[src/rtl/fetch_pkg.sv]
// fetch_pkg: shared constants for the instruction fetch front end
package fetch_pkg;
  localparam int INSTR_WIDTH = 32;
  localparam int PC_STEP = 4;
  localparam logic [INSTR_WIDTH-1:0] NOP_INSTR = 32'h0000_0013;
endpackage

[src/rtl/fetch_unit_if.sv]
// fetch_unit_if: imem request/response, redirect and instruction stream signals
interface fetch_unit_if import fetch_pkg::*; #(
  parameter int ADDR_WIDTH = 32
);
  logic imem_req;
  logic [ADDR_WIDTH-1:0] imem_addr;
  logic [INSTR_WIDTH-1:0] imem_rdata;
  logic redirect_valid;
  logic [ADDR_WIDTH-1:0] redirect_pc;
  logic instr_valid;
  logic instr_ready;
  logic [INSTR_WIDTH-1:0] instr;
  logic [ADDR_WIDTH-1:0] instr_pc;
  modport master (
    output imem_req, imem_addr, instr_valid, instr, instr_pc,
    input imem_rdata, redirect_valid, redirect_pc, instr_ready
  );
  modport slave (
    input imem_req, imem_addr, instr_valid, instr, instr_pc,
    output imem_rdata, redirect_valid, redirect_pc, instr_ready
  );
endinterface

[src/rtl/fetch_fifo.sv]
// fetch_fifo: synchronous FIFO with flush (overrides push), no read bypass
module fetch_fifo #(
  parameter int DEPTH = 4,
  parameter int WIDTH = 64,
  localparam int PW = $clog2(DEPTH),
  localparam int CW = $clog2(DEPTH + 1)
) (
  input  logic clk,
  input  logic rst,
  input  logic push_i,
  input  logic pop_i,
  input  logic flush_i,
  input  logic [WIDTH-1:0] data_i,
  output logic [WIDTH-1:0] data_o,
  output logic [CW-1:0] count_o
);
  logic [WIDTH-1:0] mem_q [DEPTH];
  logic [PW-1:0] wr_q, wr_d, rd_q, rd_d;
  logic [CW-1:0] cnt_q, cnt_d;
  logic do_push, do_pop;
  always_comb begin
    do_push = push_i && !flush_i;
    do_pop = pop_i && cnt_q != '0;
    wr_d = flush_i ? '0 : wr_q + PW'(do_push);
    rd_d = flush_i ? '0 : rd_q + PW'(do_pop);
    cnt_d = flush_i ? '0 : cnt_q + CW'(do_push) - CW'(do_pop);
  end
  always_ff @(posedge clk) begin
    if (rst) begin
      wr_q <= '0;
      rd_q <= '0;
      cnt_q <= '0;
    end else begin
      wr_q <= wr_d;
      rd_q <= rd_d;
      cnt_q <= cnt_d;
    end
  end
  always_ff @(posedge clk) if (do_push) mem_q[wr_q] <= data_i;
  always_ff @(posedge clk) if (!rst && do_push) assert (cnt_q != CW'(DEPTH));
  assign data_o = mem_q[rd_q];
  assign count_o = cnt_q;
endmodule

[src/rtl/fetch_unit.sv]
// fetch_unit: PC generator, 1-cycle synchronous imem interface and prefetch FIFO
module fetch_unit import fetch_pkg::*; #(
  parameter int ADDR_WIDTH = 32,
  parameter int DEPTH = 4,
  parameter logic [ADDR_WIDTH-1:0] RESET_PC = '0
) (
  input logic clk,
  input logic rst,
  fetch_unit_if.master bus
);
  typedef struct packed {
    logic [INSTR_WIDTH-1:0] instr;
    logic [ADDR_WIDTH-1:0] pc;
  } fetch_entry_t;
  localparam int CW = $clog2(DEPTH + 1);
  fetch_entry_t head, entry;
  logic [CW-1:0] count, occ;
  logic [ADDR_WIDTH-1:0] pc_q, pc_d, addr_q, addr, target;
  logic inflight_q, req, push, pop, valid, unused_ok;
  always_comb begin
    target = {bus.redirect_pc[ADDR_WIDTH-1:2], 2'b00};
    valid = !rst && count != '0;
    pop = valid && bus.instr_ready;
    // a redirect flushes the FIFO this cycle, so only the in-flight slot counts
    occ = (bus.redirect_valid ? '0 : count) + CW'(inflight_q);
    req = !rst && (occ < CW'(DEPTH) || pop);
    addr = bus.redirect_valid ? target : pc_q;
    pc_d = req ? addr + ADDR_WIDTH'(PC_STEP) : addr;
    push = !rst && inflight_q && !bus.redirect_valid;
    entry = '{instr: bus.imem_rdata, pc: addr_q};
  end
  always_ff @(posedge clk) begin
    if (rst) begin
      pc_q <= RESET_PC;
      inflight_q <= 1'b0;
      addr_q <= '0;
    end else begin
      pc_q <= pc_d;
      inflight_q <= req;
      addr_q <= addr;
    end
  end
  fetch_fifo #(.DEPTH(DEPTH), .WIDTH($bits(fetch_entry_t))) u_fifo (
    .clk(clk),
    .rst(rst),
    .push_i(push),
    .pop_i(pop),
    .flush_i(bus.redirect_valid),
    .data_i(entry),
    .data_o(head),
    .count_o(count)
  );
  assign bus.imem_req = req;
  assign bus.imem_addr = addr;
  assign bus.instr_valid = valid;
  assign bus.instr = valid ? head.instr : NOP_INSTR;
  assign bus.instr_pc = valid ? head.pc : '0;
  assign unused_ok = &{1'b0, bus.redirect_pc[1:0]};
endmodule
[src/flat_wrapper.sv]
// flat-port wrapper written by rule: the top's interface ports become plain ports
module fetch_unit_flat import fetch_pkg::*;
#(
  parameter int ADDR_WIDTH = 32,
  parameter int DEPTH = 4,
  parameter logic [ADDR_WIDTH-1:0] RESET_PC = '0
)
  (clk, rst, bus_imem_req, bus_imem_addr, bus_instr_valid, bus_instr, bus_instr_pc, bus_imem_rdata, bus_redirect_valid, bus_redirect_pc, bus_instr_ready);
  fetch_unit_if #(.ADDR_WIDTH(ADDR_WIDTH)) bus_i ();
  input logic clk;
  input logic rst;
  output wire logic [$bits(bus_i.imem_req)-1:0] bus_imem_req;
  output wire logic [$bits(bus_i.imem_addr)-1:0] bus_imem_addr;
  output wire logic [$bits(bus_i.instr_valid)-1:0] bus_instr_valid;
  output wire logic [$bits(bus_i.instr)-1:0] bus_instr;
  output wire logic [$bits(bus_i.instr_pc)-1:0] bus_instr_pc;
  input wire logic [$bits(bus_i.imem_rdata)-1:0] bus_imem_rdata;
  input wire logic [$bits(bus_i.redirect_valid)-1:0] bus_redirect_valid;
  input wire logic [$bits(bus_i.redirect_pc)-1:0] bus_redirect_pc;
  input wire logic [$bits(bus_i.instr_ready)-1:0] bus_instr_ready;
  assign bus_imem_req = bus_i.imem_req;
  assign bus_imem_addr = bus_i.imem_addr;
  assign bus_instr_valid = bus_i.instr_valid;
  assign bus_instr = bus_i.instr;
  assign bus_instr_pc = bus_i.instr_pc;
  assign bus_i.imem_rdata = bus_imem_rdata;
  assign bus_i.redirect_valid = bus_redirect_valid;
  assign bus_i.redirect_pc = bus_redirect_pc;
  assign bus_i.instr_ready = bus_instr_ready;
  fetch_unit #(.ADDR_WIDTH(ADDR_WIDTH), .DEPTH(DEPTH), .RESET_PC(RESET_PC)) u_core (.clk(clk), .rst(rst), .bus(bus_i));
endmodule
[config.mk]
export PLATFORM = sky130hd
export DESIGN_NAME = fetch_unit_flat
export DESIGN_NICKNAME = d
export VERILOG_FILES = /design/src/rtl/fetch_pkg.sv /design/src/rtl/fetch_unit_if.sv /design/src/rtl/fetch_fifo.sv /design/src/rtl/fetch_unit.sv /design/src/flat_wrapper.sv
export SDC_FILE = /design/constraint.sdc
export NUM_CORES = 1
export LEC_CHECK = 0
export BUFFER_PORTS_ARGS = -buffer_cell sky130_fd_sc_hd__buf_2
export CAP_MARGIN = 5
export CORE_MARGIN = 1
export CORE_UTILIZATION = 62
export CTS_CLUSTER_DIAMETER = 200
export DETAILED_ROUTE_END_ITERATION = 8
export PLACE_DENSITY = 0.92
export SYNTH_ARGS = -nofsm -noshare
export SYNTH_HDL_FRONTEND = slang
export SYNTH_HIERARCHICAL = 1
export SYNTH_SLANG_ARGS = --single-unit
[constraint.sdc]
create_clock -name clk -period 21 [get_ports clk]
set_input_delay 1.05 -clock clk [delete_from_list [all_inputs] [get_ports clk]]
set_output_delay 1.05 -clock clk [all_outputs]
set_load 0.02 [all_outputs]
==> results.ini, run 1 <==
[status]
outcome=completed

[setup_path]
critical_path_cell_with_the_highest_stage_delay=sky130_fd_sc_hd__buf_4
cp_max_fo=52
arrival_time_reported_for_the_critical_path_endpoint_ns=3.10
max_stage_delay_ns=0.88
crit_chain=buf_4 > mux4_2 > or3_1 > buf_2
critPathKind=register to output pin
launch_point_of_the_worst_reg_to_reg_path=u_core/u_fifo/count_o[1]
startpoint=u_core/u_fifo/rd_q[0]
worstPathRequired_ns=19.95
critical_path.startpoint_type=register
largest_delay_share_family_worst_path=buffers and inverters
worst-path-buf-inv=2
worstSetupEndpointType=output pin

[hold_path]
timing.hold.worst.start=u_core/addr_q[13]
hp-class=register to register

[route]
drt_first_pass_iters=5
dr_total_vias=7283
post_drt_wl_per_cell_um=20.8
avgViaCountPerCell=5.89
detail_route.wirelength_mm=25.7
drt_iter0_markers=498
route.antenna.remaining_nets=0
drc=0

[pwr]
total_leakage_power_nw=5.63
pwr_density_cell_mw_per_mm2=87.7
power_report.internal_total_w=0.00106
power.combinational.fraction=0.044
p_sw_w=0.000270
switching_portion_of_total_power=0.203
irDropWorstVdd_mv=0.0719
clock_power_share=0.421
p_seq_frac=0.535

[sta]
worst_relative_slew_slack=0.202
rsz0062_at_grt=no
period_share=0.198
final_period_minus_worst_setup_slack_ns=4.15
setup_total_neg_slack_ns=0
fmaxAchievable_mhz=241
final-max-slew-violation-count=0
timing.final.setup_violations=0
clock_skew_ns=0.0194
worst-slew-pin-transition_ns=1.19
timing.final.hold_violations=0
fin_hold_ws_ns=0.467

[synth]
synthesis_warning_total=6
synth-seq-cells=326
top_reg_cell_synth=sky130_fd_sc_hd__edfxtp_1
post_synth.cell_area_avg_um2=17.1
netlist_instances=773
postSynthNetCount=845
synthArstFlopShare=0
synth_seq_area_share=0.689
syn_area_mm2=0.0132
synth-edff-count=256
post_synthesis_cell_type_count=59

[clock_tree]
clkSinkCount=326
cts_hold_buffers=0
tritoncts=done
post_cts.repair.setup_buffers=0
num_cts_buffers=34
clockBufferDepth=3
worst_skew_pair.late_latency_ns=0.50
h-tree-depth=2
cts_resized=0
clock-root-buffer=sky130_fd_sc_hd__clkbuf_16
clk_transition_reported_paths_ns=0.06

[floorplan]
die-area_mm2=0.0219
effective_utilization_at_floorplan=0.630
fp-row-count=53
die_width_um=148
die-height_um=148
pin_count=166
floorplan_core_area_mm2=0.0210

[global_route]
grt_usage=0.242
initial_antenna_violation_count=0
grt-ovfl-total=0
grt_start_max_net_pins=71
via_count_of_the_first_global_routing_pass=7354
grt_pass1_wl_mm=39.9

[place]
place_congestion=0.851
io_buffer_count=163
hpwl_mm=15.5

[cells_and_area]
flow.area_growth_from_synthesis_pct=15.1
layout.cells.most_common=sky130_fd_sc_hd__edfxtp_1
layout.cells.most_common_list=256 x sky130_fd_sc_hd__edfxtp_1, 163 x sky130_fd_sc_hd__buf_2, 70 x sky130_fd_sc_hd__and2_1, 68 x sky130_fd_sc_hd__dfxtp_1, 64 x sky130_fd_sc_hd__mux4_2
drive_above_1_share=0.340
n_antenna_cell=0
num-nets-final=1009

[flow_run]
reported_max_cap_violation_count=0

[worst register-to-register path, cell delays in order, from the launching register on]
cell	delay, ns
sky130_fd_sc_hd__dfxtp_1	0.44
sky130_fd_sc_hd__nand3_1	0.12
sky130_fd_sc_hd__xor2_1	0.93
sky130_fd_sc_hd__o2111ai_1	0.49
sky130_fd_sc_hd__nor4_2	0.32
sky130_fd_sc_hd__mux2_2	0.37
[logic make-up after synthesis]
kind of cell / Yosys count / synth area share
AOI/OAI and AO/OA: 38 / 0.0243
adders and majority gates: 4 / 0.00436
xor gates and xnor gates: 10 / 0.00768
and+or+nand+nor: 215 / 0.0978
buffers and inverters: 72 / 0.0324
muxes: 108 / 0.145
DFF: 326 / 0.689
[worst paths after layout]
path	end	slack, ns	cells after the start
worst max-delay path	bus_instr[4]	16.85	4
worst min-delay path	u_core/u_fifo/mem_q[0][13]	0.47	0
worst max register to register	u_core/pc_q[31]	18.21	5
worst min register to register	u_core/u_fifo/mem_q[0][13]	0.47	0
[per-stage QoR]
step,worst slack (ns),area (um2),power (W),cells,util
2_1_floorplan,13.39,13200,0.000761,773,-
3_3_place_gp,16.96,14100,0.000781,1176,0.674
3_5_place_dp,16.96,14100,0.000784,1176,0.674
4_1_cts,16.73,15200,0.00134,1236,0.725
5_1_grt,16.61,15200,0.00137,1236,0.725
6_report,16.85,15200,0.00133,1236,0.725
[cells in the mapped netlist, types with 5 or more instances]
library cell                number  area share
sky130_fd_sc_hd__nor3b_1         6      0.0034
sky130_fd_sc_hd__nor2_1         45       0.013
sky130_fd_sc_hd__and2_1         70       0.033
sky130_fd_sc_hd__edfxtp_1      256        0.58
sky130_fd_sc_hd__mux2_2         18       0.015
sky130_fd_sc_hd__clkbuf_1       16      0.0046
sky130_fd_sc_hd__buf_12          6      0.0091
sky130_fd_sc_hd__nor4_2          5      0.0047
sky130_fd_sc_hd__o2111ai_1       5      0.0033
sky130_fd_sc_hd__mux4_2         64        0.11
sky130_fd_sc_hd__nand2_1        25      0.0071
sky130_fd_sc_hd__nor2b_1         6      0.0028
sky130_fd_sc_hd__dfxtp_1        70        0.11
sky130_fd_sc_hd__o21ai_0        10      0.0038
sky130_fd_sc_hd__buf_2           9      0.0034
sky130_fd_sc_hd__nor3_1         13      0.0049
sky130_fd_sc_hd__nand4_1         6      0.0028
sky130_fd_sc_hd__mux2_1          5      0.0043
sky130_fd_sc_hd__nor4_1          8      0.0038
sky130_fd_sc_hd__buf_4           7      0.0040
sky130_fd_sc_hd__xnor2_1         7      0.0046
sky130_fd_sc_hd__nand3_1         9      0.0034
sky130_fd_sc_hd__inv_1          29      0.0082
sky130_fd_sc_hd__mux2i_1        21       0.016
[layout make-up]
class / instances / area [um2]
clock buffers: 46 / 970
clock inverters: 14 / 86.3
fillers: 1313 / 5770
inverters: 29 / 109
multi-input cells: 375 / 3710
flip-flops and latches: 326 / 9100
well taps: 275 / 344
repair buffers: 171 / 876
[metal layers]
layer	vias to the layer above	track usage	share of wire
li1	3289	-	-
met1	3660	0.323	0.42
met2	297	0.403	0.49
met3	37	0.0543	0.073
met4	0	0.0649	0.016
met5	-	0	0
[state kept, by name, summed over array words and instances (netlist names)]
signal and cells:
u_core/u_fifo/count_o 3, u_core/u_fifo/rd_q 2, u_core/u_fifo/mem_q 256, u_core/u_fifo/wr_q 2
u_core/pc_q 32, u_core/addr_q 30, u_core/inflight_q 1
[power groups by stage]
| stage | Combinational, W | Clock (W) | Sequential, W |
|---|---|---|---|
| after floorplan | 0.0000361 | 0 | 0.000725 |
| after global placement | 0.0000558 | 0 | 0.000725 |
| after detailed placement | 0.0000577 | 0 | 0.000726 |
| after CTS | 0.0000583 | 0.000571 | 0.000713 |
| after global routing | 0.0000632 | 0.000593 | 0.000714 |
| final | 0.0000581 | 0.000562 | 0.000713 |
(Power assumes the default switching activity.)
==> inputs of run 2 (changes only) <==
ABC_AREA = 1   (was not set)
CORE_UTILIZATION = 52   (was 62)
PLACE_DENSITY = 0.82   (was 0.92)
clock period = 3.7 ns   (was 21 ns; I/O delays follow)
==> run 2 against run 1 <==
First-iteration DRC count is 50% higher. Global-route usage is 1.3 points lower. Die area rose by 23%. Clock-buffer cell count shrank 1. Sequential share of layout area is 3.2 points lower. Design area is 5.7% higher. Critical endpoint is now bus_instr[13]. Largest power group unchanged.
==> results.ini, run 2 <==
[status]
outcome=completed

[pwr]
irDropWorstVdd_mv=0.323  ; +350%
total_power_w=0.00774  ; +480%
pwr_density_cell_mw_per_mm2=482  ; +450%
total_leakage_power_nw=6.67  ; +18%

[synth]
synth-edff-count=256  ; unchanged
synthArstFlopShare=0  ; unchanged
synthTopCellsByCount=269 x sky130_fd_sc_hd__nor2_1, 256 x sky130_fd_sc_hd__edfxtp_1, 160 x sky130_fd_sc_hd__inv_1
synth_top_cell_by_area=sky130_fd_sc_hd__edfxtp_1
synthesis_warning_total=6  ; unchanged
most_used_standard_cell_by_instance_count_after_synthesis=sky130_fd_sc_hd__nor2_1
post_synth.cell_area_avg_um2=10.5  ; -38%
synth_top_area_frac=0.564  ; -0.0190
syn_area_mm2=0.0136  ; +3.4%
synth_seq_area_share=0.666  ; -0.0224
netlist_instances=1299  ; +68%
top_reg_cell_synth=sky130_fd_sc_hd__edfxtp_1
postSynthNetCount=1371  ; +62%
netlist_top_cells_area=sky130_fd_sc_hd__edfxtp_1 56%, sky130_fd_sc_hd__dfxtp_1 10%, sky130_fd_sc_hd__nor2_1 7.4%, sky130_fd_sc_hd__inv_1 4.4%, sky130_fd_sc_hd__nand2_1 4.2%
synth-seq-cells=326  ; unchanged
post_synthesis_cell_type_count=38  ; -36%

[cells_and_area]
area_of_combinational_cells_with_multiple_inputs_mm2=0.00353  ; -4.7%
largest_registers=u_core/u_fifo/mem_q x256, u_core/pc_q x32, u_core/addr_q x30
num-nets-final=1555  ; +54%
registers.top_by_ff_count=u_core/u_fifo/mem_q
final_core_utilization=0.630  ; -0.0947
nFillCells=1976  ; +50%
register_area_mm2=0.00909  ; about the same
largest_reg_flops=256  ; unchanged
layout.cells.most_common=sky130_fd_sc_hd__nor2_1
flow.area_growth_from_synthesis_pct=17.6
final_area_mm2=0.0160  ; +5.7%
n_antenna_cell=0  ; unchanged
layout.cells.most_common_list=269 x sky130_fd_sc_hd__nor2_1, 256 x sky130_fd_sc_hd__edfxtp_1, 163 x sky130_fd_sc_hd__buf_2, 160 x sky130_fd_sc_hd__inv_1, 152 x sky130_fd_sc_hd__nand2_1
drive_above_1_share=0.191  ; -0.149

[place]
io_buffer_count=163  ; unchanged
hpwl_mm=18.2  ; +18%
detailedPlace.worstSlack_ns=1.11  ; -15.84 ns
place_congestion=0.895  ; +5.2%
dpl_cell_area_mm2=0.0146  ; +3.5%

[route]
avgViaCountPerCell=5.30  ; -10%
drt_iter0_markers=748  ; +50%
drt_first_pass_iters=5  ; unchanged
dr_total_vias=9744  ; +34%
post_drt_wl_per_cell_um=16.4  ; -21%
detail_route.wirelength_mm=30.2  ; +18%
route.antenna.remaining_nets=0  ; unchanged
drc=0  ; unchanged

[floorplan]
die_width_um=164  ; +11%
fp-row-count=58  ; +9.4%
floorplan_core_area_mm2=0.0255  ; +22%
effective_utilization_at_floorplan=0.536  ; -0.0942
die-area_mm2=0.0269  ; +23%
pin_count=166  ; unchanged
die-height_um=164  ; +11%

[clock_tree]
clkSinkCount=326  ; unchanged
h-tree-depth=2  ; unchanged
num_cts_buffers=34  ; unchanged
clk_transition_reported_paths_ns=0.06  ; about the same
post_cts.repair.setup_buffers=0  ; unchanged
tritoncts=done
clockBufferDepth=3  ; unchanged
clock-root-buffer=sky130_fd_sc_hd__clkbuf_16
worst_skew_pair.late_latency_ns=0.52  ; +0.02 ns

[setup_path]
arrival_time_reported_for_the_critical_path_endpoint_ns=2.97  ; -0.13 ns
worstSetupEndpointType=output pin
critical_path.startpoint_type=register
critPathKind=register to output pin
worstPathRequired_ns=3.51  ; -16.44 ns
cp_max_fo=116  ; +120%

[sta]
period_share=0.853
post-route-worst-setup-slack_ns=0.545  ; -16.30 ns
clock_skew_ns=0.0193  ; -0.000123 ns
setup_total_neg_slack_ns=0  ; unchanged
timing.final.hold_violations=0  ; unchanged
worst-slew-pin-transition_ns=1.19  ; +0.00111 ns
timing.final.setup_violations=0  ; unchanged
worst_relative_slew_slack=0.203  ; +0.00196
final-max-slew-violation-count=0  ; unchanged
final_period_minus_worst_setup_slack_ns=3.16
rsz0062_at_grt=no
fmaxAchievable_mhz=317

[global_route]
grt_pass1_wl_mm=47.5  ; +19%
grt_start_max_net_pins=117  ; +65%
via_count_of_the_first_global_routing_pass=9559  ; +30%
grt_usage=0.228  ; -0.0131
grt-ovfl-total=0  ; unchanged
initial_antenna_violation_count=0  ; unchanged

[flow_run]
reported_max_cap_violation_count=0  ; unchanged

[hold_path]
hp-class=input port to register

[run 2: changes by cell type in the layout (fill, tap and decap cells not counted), moves of 70 or more]
cell,previous run,this run
sky130_fd_sc_hd__nand2_1,25,152
sky130_fd_sc_hd__and2_1,70,0
sky130_fd_sc_hd__o21ai_0,10,96
sky130_fd_sc_hd__inv_1,29,160
sky130_fd_sc_hd__nor2_1,44,269
[run 2: critical path: stages (launching register included)]
cell                      delay, ns
sky130_fd_sc_hd__dfxtp_4       0.53
sky130_fd_sc_hd__inv_4         0.90
sky130_fd_sc_hd__buf_4         0.36
sky130_fd_sc_hd__nor2_1        0.07
sky130_fd_sc_hd__o22ai_1       0.22
sky130_fd_sc_hd__inv_1         0.06
sky130_fd_sc_hd__nor2_1        0.09
sky130_fd_sc_hd__buf_2         0.17
[run 2: per-stage QoR]
stage / hold slack (ns) / std cells
floorplan: 0.284 / 1299
finish: 0.0283 / 1839
CTS: 0.0131 / 1839
global route: 0.0497 / 1839
detailed placement: 0.402 / 1745
global placement: 0.399 / 1745
[run 2: power breakdown]
part | switching [W] | internal, W | total [W]
Sequential | 0.0000323 | 0.00401 | 0.00404
Combinational | 0.000254 | 0.000129 | 0.000384
Clock | 0.00134 | 0.00198 | 0.00332
Total | 0.00163 | 0.00612 | 0.00774
[run 2: worst paths after layout]
check	from	end	slack, ns	depth (start not counted)
worst max register to register	u_core/u_fifo/count_o[1]	u_core/u_fifo/count_o[2]	1.36	13
worst min-delay path	bus_redirect_pc[6]	u_core/addr_q[6]	0.03	5
worst min register to register	u_core/addr_q[12]	u_core/u_fifo/mem_q[2][12]	0.46	0
worst max-delay path	u_core/u_fifo/rd_q[0]	bus_instr[13]	0.54	7
[run 2: layout make-up]
class,instances,area share
Timing Repair Buffer,212,0.0795
Multi-Input combinational cell,742,0.220
Tap cell,330,0.0257
Inverter,167,0.0395
Clock buffer,45,0.0575
Sequential cell,326,0.567
Clock inverter,17,0.0111
[run 2: what timing repair did]
item | 4_1_cts | 5_1_grt
gates resized for setup | 0 | 0
endpoints found under the hold margin | 128 | 0
hold buffers | 32 | 0
endpoints found under the setup margin | 0 | 0
[run 2: cells by family (layout without fill, tap and decap cells)]
kind of cell / after synthesis / after routing / synth area share
XOR/XNOR: 3 / 3 / 0.00193
flip-flops: 326 / 326 / 0.666
buffers and inverters: 231 / 441 / 0.0784
AND/OR/NAND/NOR: 500 / 500 / 0.155
AO/OA/AOI/OAI: 235 / 235 / 0.0945
adder cells (fa/ha/maj): 4 / 4 / 0.00422
[run 2: per-layer routing]
| metal | part of all wire | up-vias | track usage | wire length [um] |
|---|---|---|---|---|
| met5 | 0 | - | 0 | 0 |
| li1 | - | 4723 | - | - |
| met4 | 0.026 | 0 | 0.0829 | 778 |
| met2 | 0.50 | 439 | 0.400 | 15000 |
| met1 | 0.41 | 4517 | 0.288 | 12300 |
| met3 | 0.070 | 65 | 0.0323 | 2100 |
==> inputs of run 3 (changes only) <==
CORE_UTILIZATION = 54   (was 52)
CTS_BUF_LIST = sky130_fd_sc_hd__clkbuf_4   (was not set)
PLACE_DENSITY = 0.85   (was 0.82)
==> run 3 against run 2 <==
Cell count grew 5.5%. Critical path type unchanged. Die area shrank 3.7%. Maximum frequency shrank 3.5%. Global-route usage grew 0.81 points. Register-to-register slack gained 0.06 ns. Critical endpoint is now bus_instr[11]. Combinational power grew 5.7%. Flip-flop and latch count is the same.
==> results.ini, run 3 (synthesis results as in run 2) <==
[clock_tree]
clkSinkCount=326  ; unchanged
clk_transition_reported_paths_ns=0.07  ; about the same
cts_resized=0  ; unchanged
clockBufferDepth=3  ; unchanged
h-tree-depth=3  ; +1
tritoncts=done
num_cts_buffers=79  ; +130%
clock-root-buffer=sky130_fd_sc_hd__clkbuf_4
worst_skew_pair.late_latency_ns=0.67  ; +0.15 ns

[sta]
fmaxAchievable_mhz=306  ; -3.5%
final_period_minus_worst_setup_slack_ns=3.27  ; +0.114 ns
rsz0062_at_grt=no
worst-slew-pin-transition_ns=1.06  ; -0.132 ns
clock_skew_ns=0.0430  ; +0.0237 ns
final-max-slew-violation-count=0  ; unchanged
fin_hold_ws_ns=0.0418  ; +0.0135 ns
worst_relative_slew_slack=0.292  ; +0.0882
post-route-worst-setup-slack_ns=0.431  ; -0.114 ns
period_share=0.884  ; +0.0309
timing.final.setup_violations=0  ; unchanged
timing.final.hold_violations=0  ; unchanged

[floorplan]
fp-row-count=57  ; -1.7%
die_width_um=161  ; -1.8%
die-area_mm2=0.0259  ; -3.7%
floorplan_core_area_mm2=0.0245  ; -3.7%
effective_utilization_at_floorplan=0.556  ; +0.0205
pin_count=166  ; unchanged
die-height_um=161  ; -1.8%

[global_route]
met3_usage_grt=0.0473  ; +0.0149
grt_start_max_net_pins=103  ; -12%
initial_antenna_violation_count=1  ; +1
grt_pass1_wl_mm=48.4  ; +1.8%
grt_usage=0.237  ; +0.00809
met1_usage=0.303  ; +0.0147
grt-ovfl-total=0  ; unchanged
grt_busiest_layer=met2
globalRouteMet2Util=0.400  ; about the same
via_count_of_the_first_global_routing_pass=9971  ; +4.3%

[cells_and_area]
num-nets-final=1625  ; +4.5%
drive_above_1_share=0.227  ; +0.0362
final_core_utilization=0.663  ; +0.0329
nFillCells=1818  ; -8.0%
largest_reg_flops=256  ; unchanged
layout.cells.most_common=sky130_fd_sc_hd__nor2_1
registers.top_by_ff_count=u_core/u_fifo/mem_q
flow.area_growth_from_synthesis_pct=19.2
final_area_mm2=0.0163  ; +1.3%
largest_registers=u_core/u_fifo/mem_q x256, u_core/pc_q x32, u_core/addr_q x30
layoutNonFillerInstCount=1941  ; +5.5%
layout.cells.most_common_list=269 x sky130_fd_sc_hd__nor2_1, 256 x sky130_fd_sc_hd__edfxtp_1, 163 x sky130_fd_sc_hd__buf_2, 160 x sky130_fd_sc_hd__inv_1, 152 x sky130_fd_sc_hd__nand2_1

[status]
outcome=completed

[setup_path]
worst-path-buf-inv=4  ; unchanged
cp_max_fo=102  ; -12%
max_stage_delay_ns=0.84  ; -0.06 ns
crit_path_frequent_cell=sky130_fd_sc_hd__nor2_1
worstSetupEndpointType=output pin
worstPathRequired_ns=3.51  ; about the same
critical_path_depth=7  ; unchanged
critPathKind=register to output pin
critical_path.startpoint_type=register
depth_of_the_worst_register_to_register_path=11  ; -2
arrival_time_reported_for_the_critical_path_endpoint_ns=3.08  ; +0.11 ns
largest_delay_share_family_worst_path=buffers and inverters
crit_chain=inv_4 > buf_4 > nor2_1 > o22ai_1 > inv_1 > nor2_1 > buf_2
launch_point_of_the_worst_reg_to_reg_path=u_core/pc_q[2]
critPathCapture=bus_instr[11]
timing.reg2reg.setup_slack_ns=1.42  ; +0.06 ns
critical_path_cell_with_the_highest_stage_delay=sky130_fd_sc_hd__inv_4
worst_r2r_endpoint=u_core/pc_q[12]
startpoint=u_core/u_fifo/rd_q[0]

[place]
detailedPlace.worstSlack_ns=1.18  ; +0.0648 ns
hpwl_mm=17.2  ; -5.5%
placed_cells=1737  ; -0.46%
io_buffer_count=163  ; unchanged
dpl_cell_area_mm2=0.0146  ; -0.15%
place_congestion=0.939  ; +4.9%

[hold_path]
holdPathStages=5  ; unchanged
hp-class=input port to register

[flow_run]
reported_max_cap_violation_count=0  ; unchanged

[route]
drt_first_pass_iters=5  ; unchanged
drc=0  ; unchanged
route.antenna.remaining_nets=0  ; unchanged
dr_total_vias=10100  ; +4.0%
drt_iter0_markers=827  ; +11%
post_drt_wl_per_cell_um=15.6  ; -5.2%
avgViaCountPerCell=5.22  ; -1.4%
detail_route.wirelength_mm=30.3  ; about the same

[pwr]
irDropWorstVdd_mv=0.238  ; -26%
pwr_density_cell_mw_per_mm2=459  ; -4.8%
total_leakage_power_nw=6.87  ; +2.9%

==> run 3: stage by stage <==
step                      setup TNS (ns)  power, W
after floorplan                   -36.23   0.00434
after global placement                 0   0.00445
after detailed placement               0   0.00447
after CTS                              0   0.00754
after global routing                   0   0.00777
final                                  0   0.00747
==> run 3: layout make-up <==
class                   instances  area [um2]  share of cell area
diodes                          1        2.50            0.000154
clock buffers                 124         931              0.0572
clock inverters                20         136             0.00838
inverters                     167         634              0.0390
multi-input cells             742        3530               0.217
flip-flops and latches        326        9090               0.559
well taps                     324         405              0.0249
repair buffers                237        1530              0.0942
==> run 3: what timing repair did <==
item / 4_1_cts / 5_1_grt
buffers inserted: 0 / 0
hold endpoints to repair: 171 / 0
hold buffers: 59 / 0
==> run 3: how the worst min path moves through the flow <==
stage	from	to	slack (ns)
floorplan	bus_imem_rdata[0]	u_core/u_fifo/mem_q[0][32]	0.28
global placement	bus_imem_rdata[21]	u_core/u_fifo/mem_q[2][53]	0.40
detailed placement	bus_imem_rdata[0]	u_core/u_fifo/mem_q[3][32]	0.40
CTS	bus_redirect_pc[25]	u_core/addr_q[25]	0.0009
global route	bus_redirect_pc[25]	u_core/addr_q[25]	0.03
finish	bus_redirect_pc[25]	u_core/addr_q[25]	0.04
==> run 3: where the power goes <==
group | internal (W) | total [W] | switching [W]
combinational | 0.000148 | 0.000406 | 0.000258
sequential | 0.00401 | 0.00404 | 0.0000323
clock | 0.00166 | 0.00302 | 0.00136
total | 0.00582 | 0.00747 | 0.00165
==> run 3: routing by layer <==
| layer | part of all wire | vias up |
|---|---|---|
| li1 | - | 4932 |
| met4 | 0.018 | 0 |
| met5 | 0 | - |
| met2 | 0.50 | 419 |
| met1 | 0.42 | 4737 |
| met3 | 0.063 | 49 |
==> run 3: tightest hold or removal path: cells and delay by family <==
kind                   cells  cell delay, ns
and+or+nand+nor            3            0.34
buffers and inverters      2            0.12
